===== src/rtl/pipe_hazard_ctrl.sv =====
// Pipeline sequencer: per-cycle enable/flush for IF_ID, ID_EX, EX_MEM, MEM_WB and the PC,
// resolving data wait, fetch miss, load-use, redirect and halt, plus a saturating stall counter.
module pipe_hazard_ctrl #(
    parameter int STALL_W = 16
) (
    input  logic               CLK,
    input  logic               nRST,
    input  logic               ihit,
    input  logic               dhit,
    input  logic               dREN_m,
    input  logic               dWEN_m,
    input  logic               halt_m,
    input  logic               dREN_x,
    input  logic [4:0]         wsel_x,
    input  logic [4:0]         rs_d,
    input  logic [4:0]         rt_d,
    input  logic               redirect_x,
    output logic               pc_en,
    output logic               ifid_en,
    output logic               idex_en,
    output logic               exmem_en,
    output logic               memwb_en,
    output logic               ifid_flush,
    output logic               idex_flush,
    output logic               exmem_flush,
    output logic               memwb_flush,
    output logic               halt,
    output logic [STALL_W-1:0] stall_cnt
);

    typedef enum logic [1:0] {RUN, DWAIT, HALTED} state_t;

    state_t             state_q, state_d;
    logic               halt_q, halt_d;
    logic [STALL_W-1:0] stall_cnt_q, stall_cnt_d;
    logic               dbusy, lduse;

    assign dbusy = (dREN_m | dWEN_m) & ~dhit;
    assign lduse = dREN_x & (wsel_x != 5'd0) & ((wsel_x == rs_d) | (wsel_x == rt_d));

    // NOTE: state flops use non-blocking assignments so every flop samples pre-edge values.
    always_ff @(posedge CLK or negedge nRST) begin
        if (!nRST) begin
            state_q     <= RUN;
            halt_q      <= 1'b0;
            stall_cnt_q <= '0;
        end else begin
            state_q     <= state_d;
            halt_q      <= halt_d;
            stall_cnt_q <= stall_cnt_d;
        end
    end

    // NOTE: every variable gets a default first so no path can infer a latch.
    always_comb begin
        state_d = state_q;
        halt_d  = halt_q;
        if (state_q != HALTED) begin
            if (dbusy) begin
                state_d = DWAIT;
            end else if (halt_m) begin
                state_d = HALTED;
                halt_d  = 1'b1;
            end else begin
                state_d = RUN;
            end
        end
    end

    always_comb begin
        stall_cnt_d = stall_cnt_q;
        if (!pc_en && state_q != HALTED && stall_cnt_q != {STALL_W{1'b1}})
            stall_cnt_d = stall_cnt_q + STALL_W'(1);
    end

    // Outputs: priority chain, highest first; flush wins over enable inside the pipe registers.
    always_comb begin
        pc_en       = 1'b1;
        ifid_en     = 1'b1;
        idex_en     = 1'b1;
        exmem_en    = 1'b1;
        memwb_en    = 1'b1;
        ifid_flush  = 1'b0;
        idex_flush  = 1'b0;
        exmem_flush = 1'b0;
        memwb_flush = 1'b0;
        if (!nRST || state_q == HALTED || dbusy) begin
            pc_en    = 1'b0;
            ifid_en  = 1'b0;
            idex_en  = 1'b0;
            exmem_en = 1'b0;
            memwb_en = 1'b0;
        end else if (halt_m) begin
            // Let the halt itself retire through MEM_WB, freeze everything upstream.
            pc_en    = 1'b0;
            ifid_en  = 1'b0;
            idex_en  = 1'b0;
            exmem_en = 1'b0;
        end else if (redirect_x) begin
            ifid_flush = 1'b1;
            idex_flush = 1'b1;
        end else if (lduse) begin
            pc_en      = 1'b0;
            ifid_en    = 1'b0;
            idex_flush = 1'b1;
        end else if (!ihit) begin
            pc_en      = 1'b0;
            ifid_flush = 1'b1;
        end
    end

    assign halt      = halt_q;
    assign stall_cnt = stall_cnt_q;

endmodule


===== config.mk =====
export PLATFORM = sky130hd
export DESIGN_NAME = pipe_hazard_ctrl
export DESIGN_NICKNAME = d
export VERILOG_FILES = /design/src/rtl/pipe_hazard_ctrl.sv
export SDC_FILE = /design/constraint.sdc
export NUM_CORES = 1
export LEC_CHECK = 0
export CAP_MARGIN = 25
export CORE_MARGIN = 8
export CORE_UTILIZATION = 45
export CTS_CLUSTER_DIAMETER = 120
export DETAILED_ROUTE_END_ITERATION = 16
export DONT_BUFFER_PORTS = 1
export PLACE_DENSITY_LB_ADDON = 0.05
export SLEW_MARGIN = 20
export SYNTH_ARGS = -nofsm -noshare
export SYNTH_HDL_FRONTEND = slang
export SYNTH_SLANG_ARGS = --single-unit

===== constraint.sdc =====
create_clock -name CLK -period 2.1 [get_ports CLK]
set_input_delay 0.21 -clock CLK [delete_from_list [all_inputs] [get_ports CLK]]
set_output_delay 0.21 -clock CLK [all_outputs]
set_load 0.01 [all_outputs]

Word-level counts from Yosys, hierarchy flattened
Cells that the tools add are included.
- add/sub/neg operators: 1
- equal/unequal tests: 5
- mux-type cells: 23
- bitwise gates (word level): 7
- reductions and logical operators: 8
- operators by type and width (cell ; number):
    $mux 1 ; 21
    $add 16x1->16 const B ; 1
    $ne 16x16->1 const B ; 1
    $eq 5x5->1 ; 2
    $reduce_bool 5->1 ; 1
    $mux 2 ; 2
    $and 1x1->1 ; 3
    $reduce_and 3->1 ; 1
    $eq 2x2->1 const B ; 1
    $logic_and 1x1->1 ; 2
    $logic_not 1->1 ; 2
    $logic_or 1x1->1 ; 2
    $ne 2x2->1 const B ; 1
    $not 1->1 ; 2
    $or 1x1->1 ; 2
- bits in registers: 19
- input bits: 24
- output and inout bits: 26
- word-level logic and storage cells: 47

Logic depth before layout (Yosys ltp)
Gate-level depths: netlist of run 1.
- depth after elaboration: 10
- gate-level depth with buffers: 9
- depth with buffers taken out: 8

Worst setup path before layout of run 1
OpenSTA, ideal clock, no wires.
- path type: register to register
- start point: register stall_cnt_q[0], in the netlist stall_cnt[0]
- end point: register stall_cnt_q[3], in the netlist stall_cnt[3]
- library setup time: 0.127 ns
- arrival time: 2.229 ns
- required time: 1.973 ns
- setup slack: -0.256 ns
- stages on the path, launching flop included: 10
- buffers on the path: 1
- period minus slack after synthesis: 2.356 ns
- path through: dfrtp_1 -> ha_1 -> and4_1 -> and4_4 -> a41oi_2 -> or4b_1 -> nand2_2 -> buf_6 -> nand4_1 -> xnor2_1
- longest elaborated chain between the ends: 2
- elaborated cells on any way between the ends: 3
- classes of those cells: 1 x add/sub; 1 x eq/ne; 1 x reduce/logical
- RTL lines (item ; line ; source):
    start, declared ; 35 ; logic [STALL_W-1:0] stall_cnt_q, stall_cnt_d;
    start signal, assigned ; 50 ; stall_cnt_q <= stall_cnt_d;
    parallel branches: the longest is 2 deep, another holds $add 16x1->16 ; -- ;
Several ways; the timed one is not identified.
A chain may end at the register's enable or synchronous reset.

Worst setup path in the final report of run 1
- start point: register stall_cnt_q[1], in the netlist stall_cnt[1]
- end point: register stall_cnt_q[1], in the netlist stall_cnt[1]
The elaborated chain is that of the path after synthesis.

==> run metrics, run 1 <==
first-pass GRT wire length 4220 um; Core Area 0.00223 mm2; Startpoint Class flop; clock-pin slew on the worst setup and hold paths 0.10 ns; Synth Register Bits 19; reg2reg path depth 7; r2r setup slk 0.01 ns; router iterations before antenna repair 4; DRC Markers 0; fmax ~480 MHz; root buffer cell clkbuf_4; maximum vdd drop 0.000656 V; crit end category flop; htree depth 1; final worst-path cycle share 99.3%; multi-input logic area 612 um2; fin nets between 150 and 200; CP max stage delay 0.54 ns; Final GP Congestion 0.812; CTS Buffer Depth 2; number of global-route vias before repair 893; Tot GR Track Use 12.4%; Initial DRC Count 40; Post-synth EDFFs 0; HP Start halt_m; Final Max Slew Viols 0; post-synthesis cell area 0.00108 mm2; result of the run complete, no violations; main flop type after synthesis dfrtp_1; Arrival @ worst endpoint 2.27 ns; cell area power density 836 mW/mm2; Overflow after GRT 0; Inserted Diodes 0; Vias/cell 5.23; worst r2r src stall_cnt[1]; via count 842; Max-cap violations 0; Chip Height 64.9 um; # setup viols final 0; R2R Path End stall_cnt[1]; DPL Wire Length 2040 um; layout cells sized above 1 30.8%; worst slew pin tran 0.836 ns; Netlist cell types 32; Layout Skew 0.0116 ns; post-route cell area 0.00135 mm2; Slowest-stage cell, CP or4b_4; Hold WC Path Type in2reg; syn_area_per_cell roughly 10 um2; Worst EP required around 2.3 ns; initial antenna violation count 0; sequential area share after synthesis 44.2%; Final ANT Viol Nets 0; fillcell total roughly 200; Yosys Warn Count 0; detailed-route wire length 2520 um; worst hold path depth 2; Max-slew headroom 44.1%; static leakage approximately 0.62 nW; FF+latch area 478 um2; DIE AREA 0.00421 mm2; worst-path cell chain ha_4 -> and4_4 -> and4_4 -> a41oi_2 -> or4b_4 -> nand2_8 -> mux2_4; area delta synth->final 25.1%; Clock Latency Late Sink ~0.30 ns; Hold Crit Endpoint state_q[1]; CTS tree built; unrepaired setup endpoints after global routing yes; Port Buffers 0; placed instance area around 0.0013 mm2; Layout Utilization roughly 60%; number of I/O pins 50; CP most frequent cell and4_4; routed length per instance between 15 and 20 um; Hold WS 0.0551 ns; Min Clock Period, post-route between 2 and 2.5 ns; row cnt 17; count of final hold-check violations 0; async set-or-reset flop fraction in the synthesized netlist 100%; setup TNS 0 ns; cells after synthesis approximately 110; Initial Util approximately 48%; CTS sink count 19; die extent in x 64.9 um; largest net degree at the start of global routing 20; CP Class reg2reg; TritonCTS Buffers 3; CP max FO 8
## state kept, by name, indices dropped and copies added, names as in the netlist
name	count
halt	1
stall_cnt	16
state_q	2
## synth_stat cells, types with 2 or more instances
master	count	area share, %
a21oi_1	2	0.93
and3_1	3	1.7
buf_4	3	2.1
dfrtp_1	19	44
inv_1	3	1.0
nand2_1	8	2.8
nand3_1	5	2.3
nand4_1	6	3.5
nor2_1	8	2.8
nor3_1	2	0.93
o21ai_0	2	0.93
o21bai_1	2	1.4
or2_2	2	1.2
xnor2_1	14	11
xor2_1	11	9.0
## cell usage in the layout (no fill, tap or decap), types with 2 or more instances in the layout
| cell | count |
|---|---|
| a21oi_1 | 2 |
| and3_1 | 3 |
| and4_4 | 2 |
| buf_4 | 23 |
| clkbuf_4 | 3 |
| conb_1 | 2 |
| dfrtp_1 | 17 |
| dfrtp_2 | 2 |
| inv_1 | 3 |
| nand2_1 | 8 |
| nand3_1 | 4 |
| nand4_1 | 6 |
| nor2_1 | 8 |
| nor3_1 | 2 |
| o21bai_1 | 2 |
| or2_2 | 2 |
| xnor2_1 | 14 |
| xor2_1 | 11 |
## area by class of cell
class / count / share of cell area [%]
inverter: 3 / 0.836
clock buffer: 3 / 1.67
clock inverter: 1 / 0.372
timing repair buffer: 24 / 13.6
tap: 28 / 2.60
multi-input combinational: 83 / 45.4
sequential: 19 / 35.5
## worst max path at each step
stage	start	endpoint	cells after the start
global route	stall_cnt[1]	stall_cnt[1]	7
detailed placement	stall_cnt[1]	stall_cnt[1]	7
floorplan	stall_cnt[0]	stall_cnt[3]	9
global placement	stall_cnt[1]	stall_cnt[1]	7
CTS	stall_cnt[0]	stall_cnt[1]	7
finish	stall_cnt[1]	stall_cnt[1]	7
## per-layer routing
layer / routed length, um / track usage (%) / vias up
li1: - / - / 417
met5: 0 / 0 / -
met4: 0 / 0.817 / 0
met1: 977 / 13.4 / 390
met2: 1240 / 20.9 / 35
met3: 301 / 7.73 / 0
## where the power goes
part	internal (mW)	switching, mW	total (mW)	leakage (nW)
Combinational	0.219	0.245	0.464	0.360
Clock	0.0709	0.112	0.183	0.0177
Sequential	0.435	0.0436	0.478	0.244
Total	0.725	0.401	1.13	0.621
## timing repair
item                                    CTS  global route
pin swaps                                 4             7
resized for setup                         3             3
endpoints found under the hold margin    19             0
hold buffers                              1             0
endpoints found under the setup margin   16            16
buffers inserted                          1             0
gates cloned                              1             0
## cells by family after synthesis
family / count (synthesis) / share of synthesized area [%]
compound gates: 9 / 6.16
xor+xnor: 25 / 20.3
fa+ha+maj: 1 / 1.16
buf+inv: 7 / 4.19
flops: 19 / 44.2
mux: 1 / 1.05
other cells: 1 / 0.349
simple gates: 44 / 22.6
## critical path: cells and delay by family (launching register included)
family,cells,cell delay (ns)
and+or+nand+nor,4,0.96
DFF,1,0.44
muxes,1,0.30
adders and majority gates,1,0.16
AOI/OAI and AO/OA,1,0.13
## per-stage QoR
| stage | setup slack (ns) | total power, mW | instances |
|---|---|---|---|
| finish | 0.0150 | 1.13 | 161 |
| global route | -0.0250 | 1.22 | 161 |
| CTS | -0.0175 | 1.13 | 161 |
| detailed placement | -0.180 | 0.893 | 154 |
| global placement | -0.161 | 0.887 | 154 |
| floorplan | -0.114 | 0.756 | 108 |
No activity file was read; power rests on OpenSTA's default activity.
==> run 2, diff against run 1 <==
==> constraint.sdc (replaced) <==
create_clock -name CLK -period 2.6 [get_ports CLK]
set_input_delay 0.26 -clock CLK [delete_from_list [all_inputs] [get_ports CLK]]
set_output_delay 0.26 -clock CLK [all_outputs]
set_load 0.01 [all_outputs]
==> run 2 against run 1 <==
Final area shrank 14%. Hold slack gained 0.029 ns. Critical path depth stayed put. Non-clock buffer count fell by 18. Power down 27%. Final cell count fell by 12%. Fmax fell by 16%. Flip-flop and latch count did not move. Clock skew rose by 0.0014 ns. Worst setup slack improved by 0.10 ns.
==> run metrics, run 2 (synthesis gave the netlist of run 1 again) <==
# setup viols final 0 (unchanged); router iterations before antenna repair 2 (was 4); worst slew pin tran 0.875 ns (was 0.836 ns); routed length per instance 16.9 um (was 15.6 um); grt met1 use 13.7% (was 13.4%); Core Area 0.00223 mm2 (unchanged); Final Max Slew Viols 0 (unchanged); Vias/cell 5.45 (was 5.23); Final ANT Viol Nets 0 (unchanged); met3 track demand over resource 4.47% (was 7.73%); CP max FO 16 (was 8); Finished Layout Cells 142 (was 161); Worst EP required 2.79 ns (was 2.28 ns); largest net degree at the start of global routing 20 (unchanged); r2r setup slk 0.12 ns (was 0.01 ns); htree depth 1 (unchanged); Initial Util 48.2% (unchanged); Arrival @ worst endpoint 2.67 ns (was 2.27 ns); number of I/O pins 50 (unchanged); crit end category flop (unchanged); Layout Skew 0.0130 ns (was 0.0116 ns); setup TNS 0 ns (unchanged); Slowest-stage cell, CP or4b_1 (was or4b_4); grt met2 use 18.0% (was 20.9%); Tot GR Track Use 11.5% (was 12.4%); post-route cell area 0.00115 mm2 (was 0.00135 mm2); TritonCTS Buffers 3 (unchanged); dpl cells 137 (was 154); layout cells sized above 1 13.2% (was 30.8%); commonest non-fill, non-tap cells in the layout dfrtp_1, xnor2_1, xor2_1 (was buf_4, dfrtp_1, xnor2_1); worst-path cell chain ha_1 -> and4_1 -> and4_4 -> a41oi_2 -> or4b_1 -> nand2_2 -> mux2_2 (was ha_4 -> and4_4 -> and4_4 -> a41oi_2 -> or4b_4 -> nand2_8 -> mux2_4); static leakage 0.509 nW (was 0.621 nW); maximum vdd drop 0.000468 V (was 0.000656 V); clock-pin slew on the worst setup and hold paths 0.11 ns (was 0.10 ns); Min Clock Period, post-route 2.48 ns (was 2.09 ns); area delta synth->final 7.33% (was 25.1%); worst r2r src stall_cnt[0] (was stall_cnt[1]); CTS Buffer Depth 2 (unchanged); cell area power density 707 mW/mm2 (was 836 mW/mm2); first-pass GRT wire length 3880 um (was 4220 um); Port Buffers 0 (unchanged); Initial DRC Count 31 (was 40); Chip Height 64.9 um (unchanged); most used routing layer met2 (unchanged); Max-slew headroom 41.4% (was 44.1%); Layout Utilization 51.7% (was 60.3%); fillcell total 225 (was 198); CTS tree built (unchanged); CTS sink count 19 (unchanged); commonest non-fill, non-tap cell in the layout dfrtp_1 (was buf_4); Final GP Congestion 0.779 (was 0.812); DPL Wire Length 1890 um (was 2040 um); fin nets 140 (was 159); count of final hold-check violations 0 (unchanged); root buffer cell clkbuf_4 (unchanged); Clock Latency Late Sink 0.30 ns (about the same); crit path to stall_cnt[1] (unchanged); detailed-route wire length 2400 um (was 2520 um); Overflow after GRT 0 (unchanged); number of global-route vias before repair 819 (was 893); Max-cap violations 0 (unchanged); Setup crit start stall_cnt[0] (was stall_cnt[1]); unrepaired setup endpoints after global routing no (was yes); Hold WC Path Type in2reg (unchanged); via count 774 (was 842); fmax 403 MHz (was 480 MHz); DRC Markers 0 (unchanged); Startpoint Class flop (unchanged); row cnt 17 (unchanged); result of the run complete, no violations (unchanged); reg2reg path depth 7 (unchanged); DIE AREA 0.00421 mm2 (unchanged); Largest register FFs 16 (unchanged); placed instance area 0.00112 mm2 (was 0.00127 mm2); initial antenna violation count 0 (unchanged); Inserted Diodes 0 (unchanged); R2R Path End stall_cnt[1] (unchanged); CP Class reg2reg (unchanged); CP max stage delay 0.47 ns (was 0.54 ns); final worst-path cycle share 95.4% (was 99.3%); die extent in x 64.9 um (unchanged)
run 2: layout make-up:
type	instances	area, um2	share of cell area (%)
repair buffers	6	47.5	4.12
multi-input cells	82	559	48.4
flip-flops and latches	19	475	41.2
inverters	3	11.3	0.975
clock buffers	4	26.3	2.28
well taps	28	35.0	3.03
run 2: through the flow:
step / setup WS (ns) / power (mW) / hold slack (ns)
6_report: 0.119 / 0.816 / 0.0839
5_1_grt: 0.0174 / 0.873 / 0.0844
4_1_cts: 0.140 / 0.828 / 0.0761
3_5_place_dp: 0.165 / 0.668 / -0.0350
3_3_place_gp: 0.222 / 0.663 / -0.0351
2_1_floorplan: 0.244 / 0.588 / -0.0356
run 2: worst min-delay path by stage:
stage                     startpoint            to  slack (ns)  cells past startpoint
after floorplan                 nRST          halt       -0.04                      0
after global placement          nRST  stall_cnt[9]       -0.04                      0
after detailed placement        nRST  stall_cnt[9]       -0.04                      0
after CTS                     halt_m    state_q[1]        0.08                      2
after global routing          halt_m    state_q[1]        0.08                      2
final                         halt_m    state_q[1]        0.08                      2
run 2: routing by layer:
metal  vias to the layer above  wire length (um)
met5                         -                 0
met4                         0                15
met3                         2               243
met2                        35              1120
met1                       360              1030
li1                        377                 -
run 2: critical path: cells and delay by family (launching register included):
kind / cells / cell delay [ns]
adders and majority gates: 1 / 0.23
AOI/OAI and AO/OA: 1 / 0.19
and+or+nand+nor: 4 / 1.16
DFF: 1 / 0.41
muxes: 1 / 0.37
run 2: where the power goes:
part / total (mW) / internal (mW) / switching [mW]
Sequential: 0.394 / 0.348 / 0.0461
Combinational: 0.272 / 0.119 / 0.153
Clock: 0.150 / 0.0597 / 0.0907
Total: 0.816 / 0.527 / 0.290
run 2: repair_timing:
| item | in CTS | in global routing |
|---|---|---|
| hold endpoints to repair | 19 | 0 |
| setup buffers | 0 | 0 |
| setup endpoints to repair | 0 | 0 |
| hold buffers | 1 | 0 |
| gates resized for setup | 0 | 0 |
==> run 3, diff against run 2 <==
--- a/config.mk
+++ b/config.mk
@@ -12,6 +12,7 @@
 export DETAILED_ROUTE_END_ITERATION = 16
 export DONT_BUFFER_PORTS = 1
 export PLACE_DENSITY_LB_ADDON = 0.05
+export REMOVE_ABC_BUFFERS = 1
 export SLEW_MARGIN = 20
 export SYNTH_ARGS = -nofsm -noshare
 export SYNTH_HDL_FRONTEND = slang
==> run 3 against run 2 <==
Wire length fell by 5.5%. Final area fell by 0.11%. Final cell count fell by 0.70%. First-iteration DRC count fell by 35%. Fmax rose by 2.6%. Worst setup slack improved by 0.063 ns. Via count fell by 0.90%. Combinational power rose by 2%. Hold slack improved by 0.012 ns. Sequential share of layout area barely moved. Power rose by 0.38%. Count of clock-buffer cells in the layout fell by 1.
==> run metrics, run 3 (synthesis gave the netlist of run 1 again) <==
Max-slew headroom 43.1% (was 41.4%); via count 767 (was 774); CTS sink count 19 (unchanged); crit end category flop (unchanged); Final Max Slew Viols 0 (unchanged); root buffer cell clkbuf_4 (unchanged); Chip Height 64.9 um (unchanged); detailed-route wire length 2270 um (was 2400 um); router iterations before antenna repair 2 (unchanged); result of the run complete, no violations (unchanged); layout cells sized above 1 13.3% (was 13.2%); clock-pin slew on the worst setup and hold paths 0.11 ns (about the same); htree depth 1 (unchanged); Initial Util 48.2% (unchanged); CP Class reg2reg (unchanged); post-route cell area 0.00115 mm2 (about the same); TritonCTS Buffers 3 (unchanged); cell area power density 710 mW/mm2 (was 707 mW/mm2); number of I/O pins 50 (unchanged); routed length per instance 16.1 um (was 16.9 um); DIE AREA 0.00421 mm2 (unchanged); number of global-route vias before repair 858 (was 819); fmax 413 MHz (was 403 MHz); Hold WC Path Type in2reg (unchanged); area delta synth->final 7.21% (was 7.33%); Largest register FFs 16 (unchanged); Final ANT Viol Nets 0 (unchanged); Vias/cell 5.44 (was 5.45); static leakage 0.507 nW (was 0.509 nW); fin nets 139 (was 140); DRC Markers 0 (unchanged); Overflow after GRT 0 (unchanged); initial antenna violation count 0 (unchanged); Slowest-stage cell, CP or4b_1 (unchanged); Tot GR Track Use 11.2% (was 11.5%); setup TNS 0 ns (unchanged); Initial DRC Count 20 (was 31); Layout Skew 0.00161 ns (was 0.0130 ns); Hold WS 0.0955 ns (was 0.0839 ns); Port Buffers 0 (unchanged); Max-cap violations 0 (unchanged); Inserted Diodes 0 (unchanged); CP max stage delay 0.51 ns (was 0.47 ns); CP max FO 16 (unchanged); Arrival @ worst endpoint 2.61 ns (was 2.67 ns); count of final hold-check violations 0 (unchanged); Pwr Total 0.819 mW (was 0.816 mW); Core Area 0.00223 mm2 (unchanged); Final GP Congestion 0.784 (was 0.779); DPL Wire Length 1860 um (was 1890 um); commonest non-fill, non-tap cells in the layout dfrtp_1, xnor2_1, xor2_1 (unchanged); unrepaired setup endpoints after global routing no (unchanged); Crit path max-delay family simple AND/OR/NAND/NOR gates (unchanged); die extent in x 64.9 um (unchanged); placed instance area 0.00111 mm2 (was 0.00112 mm2); fillcell total 218 (was 225); worst slew pin tran 0.851 ns (was 0.875 ns); Worst EP required 2.79 ns (about the same); Buf/Inv on CP 0 (unchanged); final worst-path cycle share 93.0% (was 95.4%); first-pass GRT wire length 3830 um (was 3880 um); Clock Latency Late Sink 0.29 ns (was 0.30 ns); CTS Buffer Depth 2 (unchanged); commonest non-fill, non-tap cell in the layout dfrtp_1 (unchanged); maximum vdd drop 0.000544 V (was 0.000468 V); largest net degree at the start of global routing 20 (unchanged); row cnt 17 (unchanged); Startpoint Class flop (unchanged); worst-path cell chain ha_1 -> and4_1 -> and4_4 -> a41oi_2 -> or4b_1 -> nand2_4 -> mux2_2 (was ha_1 -> and4_1 -> and4_4 -> a41oi_2 -> or4b_1 -> nand2_2 -> mux2_2); Post-CTS Setup Bufs 0 (unchanged); # setup viols final 0 (unchanged); Min Clock Period, post-route 2.42 ns (was 2.48 ns); CTS tree built (unchanged)
-- run 3: cell types whose count changed in the layout (fill, tap and decap cells not counted) --
cell      before  now
buf_4          5    4
clkbuf_1       1    0
nand2_4        0    1
clkinv_2       0    1
nand2_2        1    0
-- run 3: final cells by class --
cell class | count | area [um2] | share of cell area (%)
Clock buffer | 3 | 22.5 | 1.95
Clock inverter | 1 | 5.00 | 0.434
Inverter | 3 | 11.3 | 0.976
Multi-Input combinational cell | 82 | 564 | 48.9
Sequential cell | 19 | 475 | 41.2
Tap cell | 28 | 35.0 | 3.04
Timing Repair Buffer | 5 | 40.0 | 3.47
-- run 3: what timing repair did --
| item | in CTS | in global routing |
|---|---|---|
| hold buffers | 1 | 0 |
| resized for setup | 0 | 1 |
| endpoints found under the setup margin | 0 | 4 |
| hold endpoints to repair | 19 | 0 |
-- run 3: worst paths after layout --
kind	from	to	slack (ns)	depth (start not counted)
max	stall_cnt[0]	stall_cnt[1]	0.18	7
min	halt_m	state_q[1]	0.1	2
max reg2reg	stall_cnt[0]	stall_cnt[1]	0.18	7
min reg2reg	state_q[1]	state_q[1]	0.52	2
max in group asynchronous	nRST	stall_cnt[4]	1.57	1
min in group asynchronous	nRST	stall_cnt[5]	0.51	1
-- run 3: metal layers --
metal | track usage (%) | up-vias | wire (um)
met1 | 12.8 | 360 | 898
met4 | 0 | 0 | 0
met3 | 7.73 | 0 | 291
li1 | - | 371 | -
met5 | 0 | - | 0
met2 | 17.9 | 36 | 1080
-- run 3: stage by stage --
step	utilization (%)	worst slack, ns	cells
2_1_floorplan	-	0.201	104
3_3_place_gp	49.7	0.222	136
3_5_place_dp	49.7	0.139	136
4_1_cts	51.4	0.121	141
5_1_grt	51.7	0.0469	141
6_report	51.7	0.182	141
-- run 3: power by group --
part | internal, mW | switching [mW] | leakage [nW]
Sequential | 0.348 | 0.0473 | 0.246
Clock | 0.0572 | 0.0895 | 0.0177
Combinational | 0.122 | 0.156 | 0.243
